File: src/rtl/regfile_write_sched.sv
// Write-port sequencer/arbiter for the 32-entry register file: clear pass after reset, then A/M round-robin writeback.
// Optional read-port forwarding compare is enabled by defining REGFILE_FWD_EN.
module regfile_write_sched #(
  parameter int DATA_W = 32,
  parameter int ADDR_W = 5,
  parameter int N_REGS = 32
) (
  input  logic              clk,
  input  logic              arst,
  input  logic              a_valid,
  input  logic [ADDR_W-1:0] a_addr,
  input  logic [DATA_W-1:0] a_data,
  output logic              a_ready,
  input  logic              m_valid,
  input  logic [ADDR_W-1:0] m_addr,
  input  logic [DATA_W-1:0] m_data,
  output logic              m_ready,
  output logic              rf_w_en,
  output logic [ADDR_W-1:0] rf_addr_w,
  output logic [DATA_W-1:0] rf_w_data,
  output logic              init_done,
  input  logic [ADDR_W-1:0] rd_addr_1,
  input  logic [ADDR_W-1:0] rd_addr_2,
  output logic              fwd_hit_1,
  output logic              fwd_hit_2,
  output logic [DATA_W-1:0] fwd_data
);

  typedef enum logic {CLEAR, RUN} state_t;

  localparam logic [ADDR_W-1:0] LAST_REG = ADDR_W'(N_REGS - 1);

  state_t            state, state_next;
  logic [ADDR_W-1:0] clr_cnt;
  logic              rr_ptr;
  logic              run_ok;
  logic              conflict;

  // Grants are only issued once the clear pass has been acknowledged by init_done.
  always_comb begin
    state_next = state;
    run_ok     = 1'b0;
    conflict   = 1'b0;
    a_ready    = 1'b0;
    m_ready    = 1'b0;
    if (state == CLEAR && clr_cnt == LAST_REG) begin
      state_next = RUN;
    end
    run_ok   = (state == RUN) && init_done && !arst;
    conflict = a_valid && m_valid;
    a_ready  = run_ok && a_valid && (!m_valid || !rr_ptr);
    m_ready  = run_ok && m_valid && (!a_valid || rr_ptr);
  end

  always_ff @(posedge clk) begin
    if (arst) begin
      state     <= CLEAR;
      clr_cnt   <= '0;
      rr_ptr    <= 1'b0;
      rf_w_en   <= 1'b0;
      rf_addr_w <= '0;
      rf_w_data <= '0;
      init_done <= 1'b0;
    end else begin
      state <= state_next;
      if (state == CLEAR) begin
        rf_w_en   <= 1'b1;
        rf_addr_w <= clr_cnt;
        rf_w_data <= '0;
        clr_cnt   <= clr_cnt + 1'b1;
      end else begin
        init_done <= 1'b1;
        if (run_ok && conflict) begin
          rr_ptr <= ~rr_ptr;
        end
        // $zero accepts the transfer but is never written; addr/data keep their last value.
        if (a_ready) begin
          rf_w_en <= (a_addr != '0);
          if (a_addr != '0) begin
            rf_addr_w <= a_addr;
            rf_w_data <= a_data;
          end
        end else if (m_ready) begin
          rf_w_en <= (m_addr != '0);
          if (m_addr != '0) begin
            rf_addr_w <= m_addr;
            rf_w_data <= m_data;
          end
        end else begin
          rf_w_en <= 1'b0;
        end
      end
    end
  end

`ifdef REGFILE_FWD_EN
  // Register file returns stale data on read-during-write, so the in-flight write is forwarded.
  assign fwd_hit_1 = init_done && rf_w_en && (rd_addr_1 == rf_addr_w) && (rd_addr_1 != '0);
  assign fwd_hit_2 = init_done && rf_w_en && (rd_addr_2 == rf_addr_w) && (rd_addr_2 != '0);
  assign fwd_data  = rf_w_data;
`else
  logic unused_rd;
  assign unused_rd = ^{rd_addr_1, rd_addr_2};
  assign fwd_hit_1 = 1'b0;
  assign fwd_hit_2 = 1'b0;
  assign fwd_data  = '0;
`endif

endmodule

File: config.mk
export PLATFORM = sky130hd
export DESIGN_NAME = regfile_write_sched
export DESIGN_NICKNAME = d
export VERILOG_FILES = /design/src/rtl/regfile_write_sched.sv
export SDC_FILE = /design/constraint.sdc
export NUM_CORES = 1
export LEC_CHECK = 0
export ABC_AREA = 0
export ABC_CLOCK_PERIOD_IN_PS = 1600
export BUFFER_PORTS_ARGS = -buffer_cell sky130_fd_sc_hd__buf_2
export CAP_MARGIN = 10
export CORE_ASPECT_RATIO = 0.75
export CORE_UTILIZATION = 41
export CTS_BUF_LIST = sky130_fd_sc_hd__clkbuf_16
export CTS_CLUSTER_SIZE = 20
export DETAILED_ROUTE_END_ITERATION = 10
export GPL_TIMING_DRIVEN = 0
export PLACE_DENSITY = 0.78
export REMOVE_ABC_BUFFERS = 1
export SKIP_CTS_REPAIR_TIMING = 1
export SLEW_MARGIN = 30
export SYNTH_ARGS = -nofsm -noshare
export SYNTH_HDL_FRONTEND = slang
export SYNTH_SLANG_ARGS = --single-unit
File: constraint.sdc
create_clock -name clk -period 1.6 [get_ports clk]
set_input_delay 0.32 -clock clk [delete_from_list [all_inputs] [get_ports clk]]
set_output_delay 0.32 -clock clk [all_outputs]
set_load 0.02 [all_outputs]
==> impl_metrics.yaml, run 1 <==
timing:
  setup_viol: 40
  finalCritPeriodShare_pct: 109
  fin_crit_ns: 1.74
  maxSlewViolCount: 0
  rsz0062_at_grt: "true"
  fmax_mhz: 574
  finalHoldViolations: 0
  clock_skew_ns: 0.00441
  worst_slack_ns: -0.142
finish:
  fin_cells: 548
  drive_above_1_share_pct: 54.4
  nets: 539
  final_cell_area_sq_mm: 0.00419
  antenna_cells: 0
  areaGrowthSynthToFinish_pct: 42.1
cts:
  cts_htree_levels: 2
  clkTransAtPathRegs_ns: 0.07
  cts-buffers-inserted: 5
  clk_latency_ns: 0.28
  cts-root-buf: "clkbuf_16"
  cts_tree: "done"
  clockBufferDepth: 2
  cts.sinks: 46
logic_synthesis:
  netlist_top_cells_area: "dfxtp_1 (31%), a311oi_2 (16%), buf_4 (9.4%)"
  synth_ff_type: "dfxtp_1"
  synth_top_cell_by_area: "dfxtp_1"
  syn_area_sq_mm: 0.00295
  synth-edff-count: 0
  synthArstFlopShare_pct: 0
  yosys.area.top_type_share_pct: 31.2
  ys_seq_elements: 46
  synth.distinct_cells: 34
  yosysWarnings: 0
  netlist_instances: 314
  synth-seq-area-share_pct: 31.2
  synth_area_per_cell_sq_um: 9.40
status:
  violations: "negative setup slack"
  outcome: "finished, violations left"
route:
  drtPass1Iterations: 4
  vias: 2964
  wl_microns: 9470
  vias_per_cell: 5.41
  drc: 0
  drt_iter0_markers: 140
  wl_per_cell_microns: 17.3
  antenna_left: 0
global_routing:
  antenna_found_initial: 0
  grt_pass1_wl_microns: 10800
  grt_pass1_vias: 2329
  overflow: 0
  grt_max_degree: 67
  grt_usage_pct: 17.8
setup_path:
  cp_max_fo: 6
  crit_required_ns: 1.28
  cp_slowest_cell: "dfxtp_4"
  crit_path_start_kind: "flop"
  critPathBufInv: 3
  path_cells: "nand2_4, a211o_4, buf_16, clkinv_16, buf_8"
  cp-end-kind: "output port"
  cpLargestDelayFamily: "flip-flops"
  criticalPathCategory: "flop to output port"
  cp_data_arrival_time_ns: 1.42
  cp_slowest_stage_delay_ns: 0.40
power_and_ir_drop:
  ir_drop_v: 0.000423
  powerDensity_mw_per_mm2: 622
  power_mw: 2.61
  leakage_nw: 1.83
die:
  ioPinCount: 163
  die_w_microns: 100
  die_y_microns: 75.5
  core-area_sq_mm: 0.00690
  num_rows: 26
  design.die.area_sq_mm: 0.00754
  start_util_pct: 42.8
placement:
  place_inst: 499
  hpwl_microns: 4960
  placed_area_sq_mm: 0.00339
  port-buffer-count: 118
  gp_congestion: 0.724
  pre_cts_slack_ns: -1.65
worst_hold_path:
  hp-class: "input pin to flop"
job:
  maxCapViolCount: 0
## flip-flops by register name (all words and copies together), names as in the netlist
register	cells
clr_cnt	5
rr_ptr	1
rf_w_en	1
init_done	1
rf_w_data	32
rf_addr_w	5
state	1
## worst register-to-register path: cells and delay by family, from the launching register on
kind            cells  cell delay (ns)
mux                 1             0.19
buf+inv             3             0.45
simple gates        1             0.07
compound gates      2             0.48
flops               1             0.40
## per-layer routing
layer,vias to the layer above,GRT usage [%],share of wire (%)
li1,1369,-,-
met1,1433,22.0,41
met2,152,32.2,51
met3,10,3.67,7.5
met4,0,5.07,1.0
met5,-,0,0
## per-stage QoR
step / utilization, % / setup TNS (ns) / hold WS (ns)
finish: 60.8 / -2.66 / 0.314
detailed placement: 49.2 / -61.32 / 0.531
CTS: 51.6 / -62.93 / 0.309
global placement: 47.8 / -146.39 / 0.513
floorplan: - / -95.35 / 0.389
global route: 60.8 / -4.24 / 0.311
## power by group
part           internal, mW  total, mW  switching, mW
logic                0.0998      0.282          0.182
registers              1.15       1.16        0.00970
clock network         0.731       1.16          0.430
## synth_stat cells, types with 2 or more instances
| cell | count |
|---|---|
| nand2b_1 | 6 |
| buf_4 | 37 |
| clkbuf_1 | 18 |
| mux2i_1 | 7 |
| nor2_1 | 17 |
| a221oi_1 | 25 |
| buf_6 | 6 |
| ha_1 | 2 |
| buf_2 | 4 |
| buf_12 | 2 |
| nor3_1 | 2 |
| and2_1 | 2 |
| o221ai_1 | 10 |
| nand2_1 | 62 |
| nand2_2 | 10 |
| a311oi_2 | 32 |
| a221oi_2 | 7 |
| dfxtp_1 | 46 |
| nor2b_1 | 2 |
| xor2_1 | 3 |
## cells in the final DEF (no fill, tap or decap), drive strengths merged, types with 2 or more instances in the layout
cell type  synthesis  layout
nand2             72      73
nor2b              2       2
a221oi            32      32
ha                 2       2
nor2              17      17
a211o              1       2
buf               50     150
nor3               2       2
mux2i              7       7
nand2b             6       6
conb               1      34
o221ai            10      10
inv                3       4
and2               2       2
a311oi            32      32
dfxtp             46      46
xor2               3       3
clkbuf            18       9
clkinv             0       8
## cells by family (layout without fill, tap and decap cells)
family          Yosys count  after routing  share of synthesized area (%)
flops                    46             46                           31.2
xor+xnor                  4              4                           1.19
mux                       7              7                           2.37
buf+inv                  71            172                           17.0
compound gates           79             80                           31.9
other cells               1             34                          0.127
fa+ha+maj                 2              2                          0.848
simple gates            104            105                           15.4
## final timing paths
path | from | to | slack (ns) | depth (start not counted)
worst max-delay path | init_done | a_ready | -0.14 | 5
worst min-delay path | a_data[15] | rf_w_data[15] | 0.31 | 3
worst max register to register | init_done | rf_addr_w[2] | -0.11 | 7
worst min register to register | init_done | init_done | 0.54 | 2
## final cells by class
| class | instances | area, sq um |
|---|---|---|
| Clock inverter | 3 | 40.0 |
| Multi-Input combinational cell | 232 | 1800 |
| Fill cell | 593 | 2700 |
| Timing Repair inverter | 7 | 121 |
| Tap cell | 98 | 123 |
| Timing Repair Buffer | 154 | 1000 |
| Clock buffer | 5 | 125 |
| Inverter | 3 | 50.0 |
| Sequential cell | 46 | 930 |
(Power assumes the default switching activity.)
==> run 2: changes to the inputs <==
--- a/config.mk
+++ b/config.mk
@@ -16,6 +16,7 @@
 export DETAILED_ROUTE_END_ITERATION = 10
 export GPL_TIMING_DRIVEN = 0
 export PLACE_DENSITY = 0.78
+export RECOVER_POWER = 50
 export REMOVE_ABC_BUFFERS = 1
 export SKIP_CTS_REPAIR_TIMING = 1
 export SLEW_MARGIN = 30
==> constraint.sdc (replaced) <==
create_clock -name clk -period 1.6 [get_ports clk]
set_input_delay 0 -clock clk [delete_from_list [all_inputs] [get_ports clk]]
set_output_delay 0 -clock clk [all_outputs]
set_load 0.02 [all_outputs]
==> impl_metrics.yaml, run 2 (synthesized netlist as in run 1, its figures left out) <==
finish:
  final_common_cell: "buf_2"
  fin_cells: 534
  drive_above_1_share_pct: 45.0
  final_util_pct: 56.9
  fillers: 633
  areaGrowthSynthToFinish_pct: 33.1
  largest_registers: "rf_w_data x32, clr_cnt x5, rf_addr_w x5"
  nets: 525
  antenna_cells: 0
  final_cell_mix: "buf_2 (93), nand2_1 (59), dfxtp_1 (43)"
  largest_reg_flops: 32
  top_register: "rf_w_data"
  final_cell_area_sq_mm: 0.00393
setup_path:
  criticalPathCategory: "flop to flop"
  critPathBufInv: 3
  path_cells: "nand2_4, a211o_4, buf_16, o22ai_4, buf_8, clkbuf_16, a311oi_2"
  cpLargestDelayFamily: "compound AO/OA/AOI/OAI gates"
  cp_slowest_stage_delay_ns: 0.39
  cp-end-kind: "flop"
  cp_data_arrival_time_ns: 1.83
  crit_path_start_kind: "flop"
  cp_max_fo: 8
  crit_required_ns: 1.76
  cp_slowest_cell: "dfxtp_4"
power_and_ir_drop:
  swShare_pct: 23.4
  comb_power_share_pct: 10.6
  leakage_nw: 1.60
  p_int_mw: 1.98
  ir_drop_v: 0.000420
  seq_power_share_pct: 44.9
  powerDensity_mw_per_mm2: 659
  power_mw: 2.59
  p_clk_share_pct: 44.6
  net-switching-power_uw: 606
die:
  core-area_sq_mm: 0.00690
  start_util_pct: 42.8
  die_w_microns: 100
  ioPinCount: 163
  num_rows: 26
  design.die.area_sq_mm: 0.00754
  die_y_microns: 75.5
route:
  drt_iter0_markers: 150
  drtPass1Iterations: 4
  wl_per_cell_microns: 16.2
  vias_per_cell: 5.35
  wl_microns: 8640
  drc: 0
  antenna_left: 0
  vias: 2859
global_routing:
  grt_pass1_vias: 2329
  antenna_found_initial: 0
  grt_max_degree: 67
  overflow: 0
  grt_pass1_wl_microns: 10800
  grt_usage_pct: 17.8
timing:
  fin_crit_ns: 1.67
  clock_skew_ns: 0.00401
  fmax_mhz: 600
  finalHoldViolations: 1
  finalHoldWorstSlack_ns: -0.00392
  finalCritPeriodShare_pct: 104
  slew_headroom_pct: 49.0
  rsz0062_at_grt: "true"
  worst_slack_ns: -0.0670
  setup_tns_ns: -1.37
  maxSlewViolCount: 0
  setup_viol: 31
  worst_pin_slew_ns: 0.763
status:
  outcome: "finished, violations left"
  violations: "negative hold slack, negative setup slack"
cts:
  cts_htree_levels: 2
  cts_tree: "done"
  cts-root-buf: "clkbuf_16"
  clockBufferDepth: 2
  cts-buffers-inserted: 5
  cts.sinks: 46
  clk_latency_ns: 0.28
  clkTransAtPathRegs_ns: 0.06
placement:
  place_inst: 499
  placed_area_sq_mm: 0.00339
  hpwl_microns: 4960
  gp_congestion: 0.724
  pre_cts_slack_ns: -1.65
  port-buffer-count: 118
job:
  maxCapViolCount: 0
worst_hold_path:
  hp-class: "input pin to flop"
## run 2: changes by cell type in the layout (fill, tap and decap cells not counted), sizes merged
cell and delta:
nand2 -1, buf -36, inv -1, clkbuf +25, clkinv -3, dlygate4sd3 +2
## run 2: tightest hold or removal path, cell delays in order
cell      delay [ns]
buf_2           0.10
nand2_2         0.05
a311oi_2        0.07
## run 2: final cells by class
| cell class | instances | area, sq um | area share [%] |
|---|---|---|---|
| tap | 98 | 123 | 3.12 |
| multi-input combinational | 231 | 1740 | 44.2 |
| clock inverter | 3 | 40.0 | 1.02 |
| clock buffer | 5 | 125 | 3.19 |
| timing repair inverter | 3 | 33.8 | 0.860 |
| sequential | 46 | 932 | 23.7 |
| timing repair buffer | 145 | 888 | 22.6 |
| inverter | 3 | 50.0 | 1.27 |
## run 2: power groups by stage
stage / logic (mW) / clock network (mW) / registers (mW)
floorplan: 0.127 / 0 / 1.20
global placement: 0.251 / 0 / 1.19
detailed placement: 0.257 / 0 / 1.19
CTS: 0.258 / 1.18 / 1.17
global route: 0.299 / 1.22 / 1.16
finish: 0.273 / 1.15 / 1.16
## run 2: path summary, 6_finish.rpt
kind,startpoint,end,slack [ns],depth (start not counted)
worst max-delay path,init_done,rf_w_data[15],-0.07,7
worst min-delay path,a_data[13],rf_w_data[13],-0.004,3
worst max register to register,init_done,rf_w_data[15],-0.07,7
worst min register to register,init_done,init_done,0.54,2
## run 2: routing by layer
layer | track usage, % | vias to the layer above | share of wire (%)
met5 | 0 | - | 0
li1 | - | 1343 | -
met2 | 32.2 | 130 | 50
met1 | 22.0 | 1380 | 42
met4 | 5.07 | 0 | 0.89
met3 | 3.67 | 6 | 7.3
==> run 3: changes to the inputs <==
--- a/config.mk
+++ b/config.mk
@@ -7,17 +7,15 @@
 export LEC_CHECK = 0
 export ABC_AREA = 0
 export ABC_CLOCK_PERIOD_IN_PS = 1600
-export BUFFER_PORTS_ARGS = -buffer_cell sky130_fd_sc_hd__buf_2
 export CAP_MARGIN = 10
 export CORE_ASPECT_RATIO = 0.75
-export CORE_UTILIZATION = 41
+export CORE_UTILIZATION = 47
 export CTS_BUF_LIST = sky130_fd_sc_hd__clkbuf_16
 export CTS_CLUSTER_SIZE = 20
 export DETAILED_ROUTE_END_ITERATION = 10
+export DONT_BUFFER_PORTS = 1
 export GPL_TIMING_DRIVEN = 0
-export PLACE_DENSITY = 0.78
 export RECOVER_POWER = 50
-export REMOVE_ABC_BUFFERS = 1
 export SKIP_CTS_REPAIR_TIMING = 1
 export SLEW_MARGIN = 30
 export SYNTH_ARGS = -nofsm -noshare
==> impl_metrics.yaml, run 3 (synthesized netlist as in run 1, its figures left out) <==
job:
  maxCapViolCount: 0
route:
  antenna_left: 0
  vias: 2839
  wl_microns: 8930
  wl_per_cell_microns: 17.3
  vias_per_cell: 5.50
  drt_iter0_markers: 137
  drc: 0
  drtPass1Iterations: 4
die:
  die_y_microns: 70.6
  die_w_microns: 93.5
  design.die.area_sq_mm: 0.00660
  num_rows: 24
  start_util_pct: 49.6
  ioPinCount: 163
  core-area_sq_mm: 0.00595
timing:
  fin_crit_ns: 1.69
  worst_pin_slew_ns: 0.757
  finalHoldWorstSlack_ns: -0.101
  slew_headroom_pct: 49.5
  rsz0062_at_grt: "true"
  worst_slack_ns: -0.0868
  fmax_mhz: 593
  setup_tns_ns: -1.22
  finalHoldViolations: 4
  maxSlewViolCount: 0
  clock_skew_ns: 0.00986
  finalCritPeriodShare_pct: 105
  setup_viol: 32
finish:
  final_util_pct: 73.4
  largest_registers: "rf_w_data x32, clr_cnt x5, rf_addr_w x5"
  largest_reg_flops: 32
  drive_above_1_share_pct: 33.6
  final_cell_area_sq_mm: 0.00436
  antenna_cells: 0
  top_register: "rf_w_data"
  final_common_cell: "dlygate4sd3_1"
  nets: 527
  areaGrowthSynthToFinish_pct: 47.9
  fillers: 441
  final_cell_mix: "dlygate4sd3_1 (69), nand2_1 (50), buf_4 (47)"
placement:
  placed_area_sq_mm: 0.00317
  port-buffer-count: 0
  hpwl_microns: 5630
  pre_cts_slack_ns: -0.332
  gp_congestion: 0.804
global_routing:
  overflow: 0
  antenna_found_initial: 0
  grt_max_degree: 14
  grt_pass1_vias: 2380
  grt_pass1_wl_microns: 12100
  grt_usage_pct: 23.3
cts:
  cts-root-buf: "clkbuf_16"
  cts.sinks: 46
  cts_tree: "done"
  cts_htree_levels: 2
  clkTransAtPathRegs_ns: 0.07
  clockBufferDepth: 2
  clk_latency_ns: 0.29
  cts-buffers-inserted: 5
setup_path:
  ff2ff_setup_slack_ns: -0.09
  cp_data_arrival_time_ns: 1.87
  crit_required_ns: 1.79
  cp-end-kind: "flop"
  crit_path_start_kind: "flop"
  r2r_start: "init_done"
  criticalPathCategory: "flop to flop"
  cp_max_fo: 7
  rr_endpoint: "rf_w_data[19]"
  r2r_cells: 8
worst_hold_path:
  hp-class: "input pin to flop"
  min_to: "rf_w_data[30]"
  whs_path_depth: 2
  hold_path_startpoint: "a_data[30]"
power_and_ir_drop:
  ir_drop_v: 0.000400
  leakage_nw: 1.74
  powerDensity_mw_per_mm2: 585
status:
  violations: "negative hold slack, negative setup slack"
  outcome: "finished, violations left"
[run 3: how the worst max path moves through the flow]
stage	start	end	slack [ns]
floorplan	state	rf_w_data[19]	0.01
global placement	state	rf_w_data[10]	-0.29
detailed placement	state	rf_w_data[4]	-0.33
CTS	state	rf_w_data[17]	-0.36
global route	init_done	rf_w_data[19]	-0.13
finish	init_done	rf_w_data[19]	-0.09
[run 3: where the power goes]
| part | leakage (nW) | internal (mW) | switching, mW | total, mW |
|---|---|---|---|---|
| clock network | 0.0724 | 0.566 | 0.444 | 1.01 |
| logic | 1.29 | 0.197 | 0.174 | 0.370 |
| registers | 0.373 | 1.16 | 0.0179 | 1.17 |
| total | 1.74 | 1.92 | 0.636 | 2.55 |
[run 3: critical path, cell delays in order, from the launching register on]
cell,delay [ns]
dfxtp_4,0.42
nand2_1,0.07
a211o_1,0.27
buf_6,0.15
inv_8,0.07
buf_12,0.14
clkbuf_16,0.16
nand2_4,0.04
a311oi_2,0.25
[run 3: per-stage QoR]
step           total power [mW]  cells  hold WS (ns)
2_1_floorplan              1.40    347         0.179
3_3_place_gp               1.41    425         0.181
3_5_place_dp               1.41    425         0.188
4_1_cts                    2.40    433        -0.108
5_1_grt                    2.65    516        -0.102
6_report                   2.55    516        -0.101
[run 3: layer usage]
metal  up-vias  track usage, %  share of wire [%]
met5         -               0                  0
met2       154            36.2                 47
met1      1324            31.3                 43
met4         0            5.47                1.2
met3        15            8.17                9.6
li1       1346               -                  -
[run 3: area by class of cell]
type	count	area (sq um)	share of cell area [%]
Clock inverter	3	12.5	0.287
Inverter	3	21.3	0.488
Multi-Input combinational cell	230	1780	40.8
Timing Repair Buffer	83	870	19.9
Buffer	68	529	12.1
Clock buffer	5	125	2.87
Tap cell	78	97.6	2.24
Sequential cell	46	926	21.2
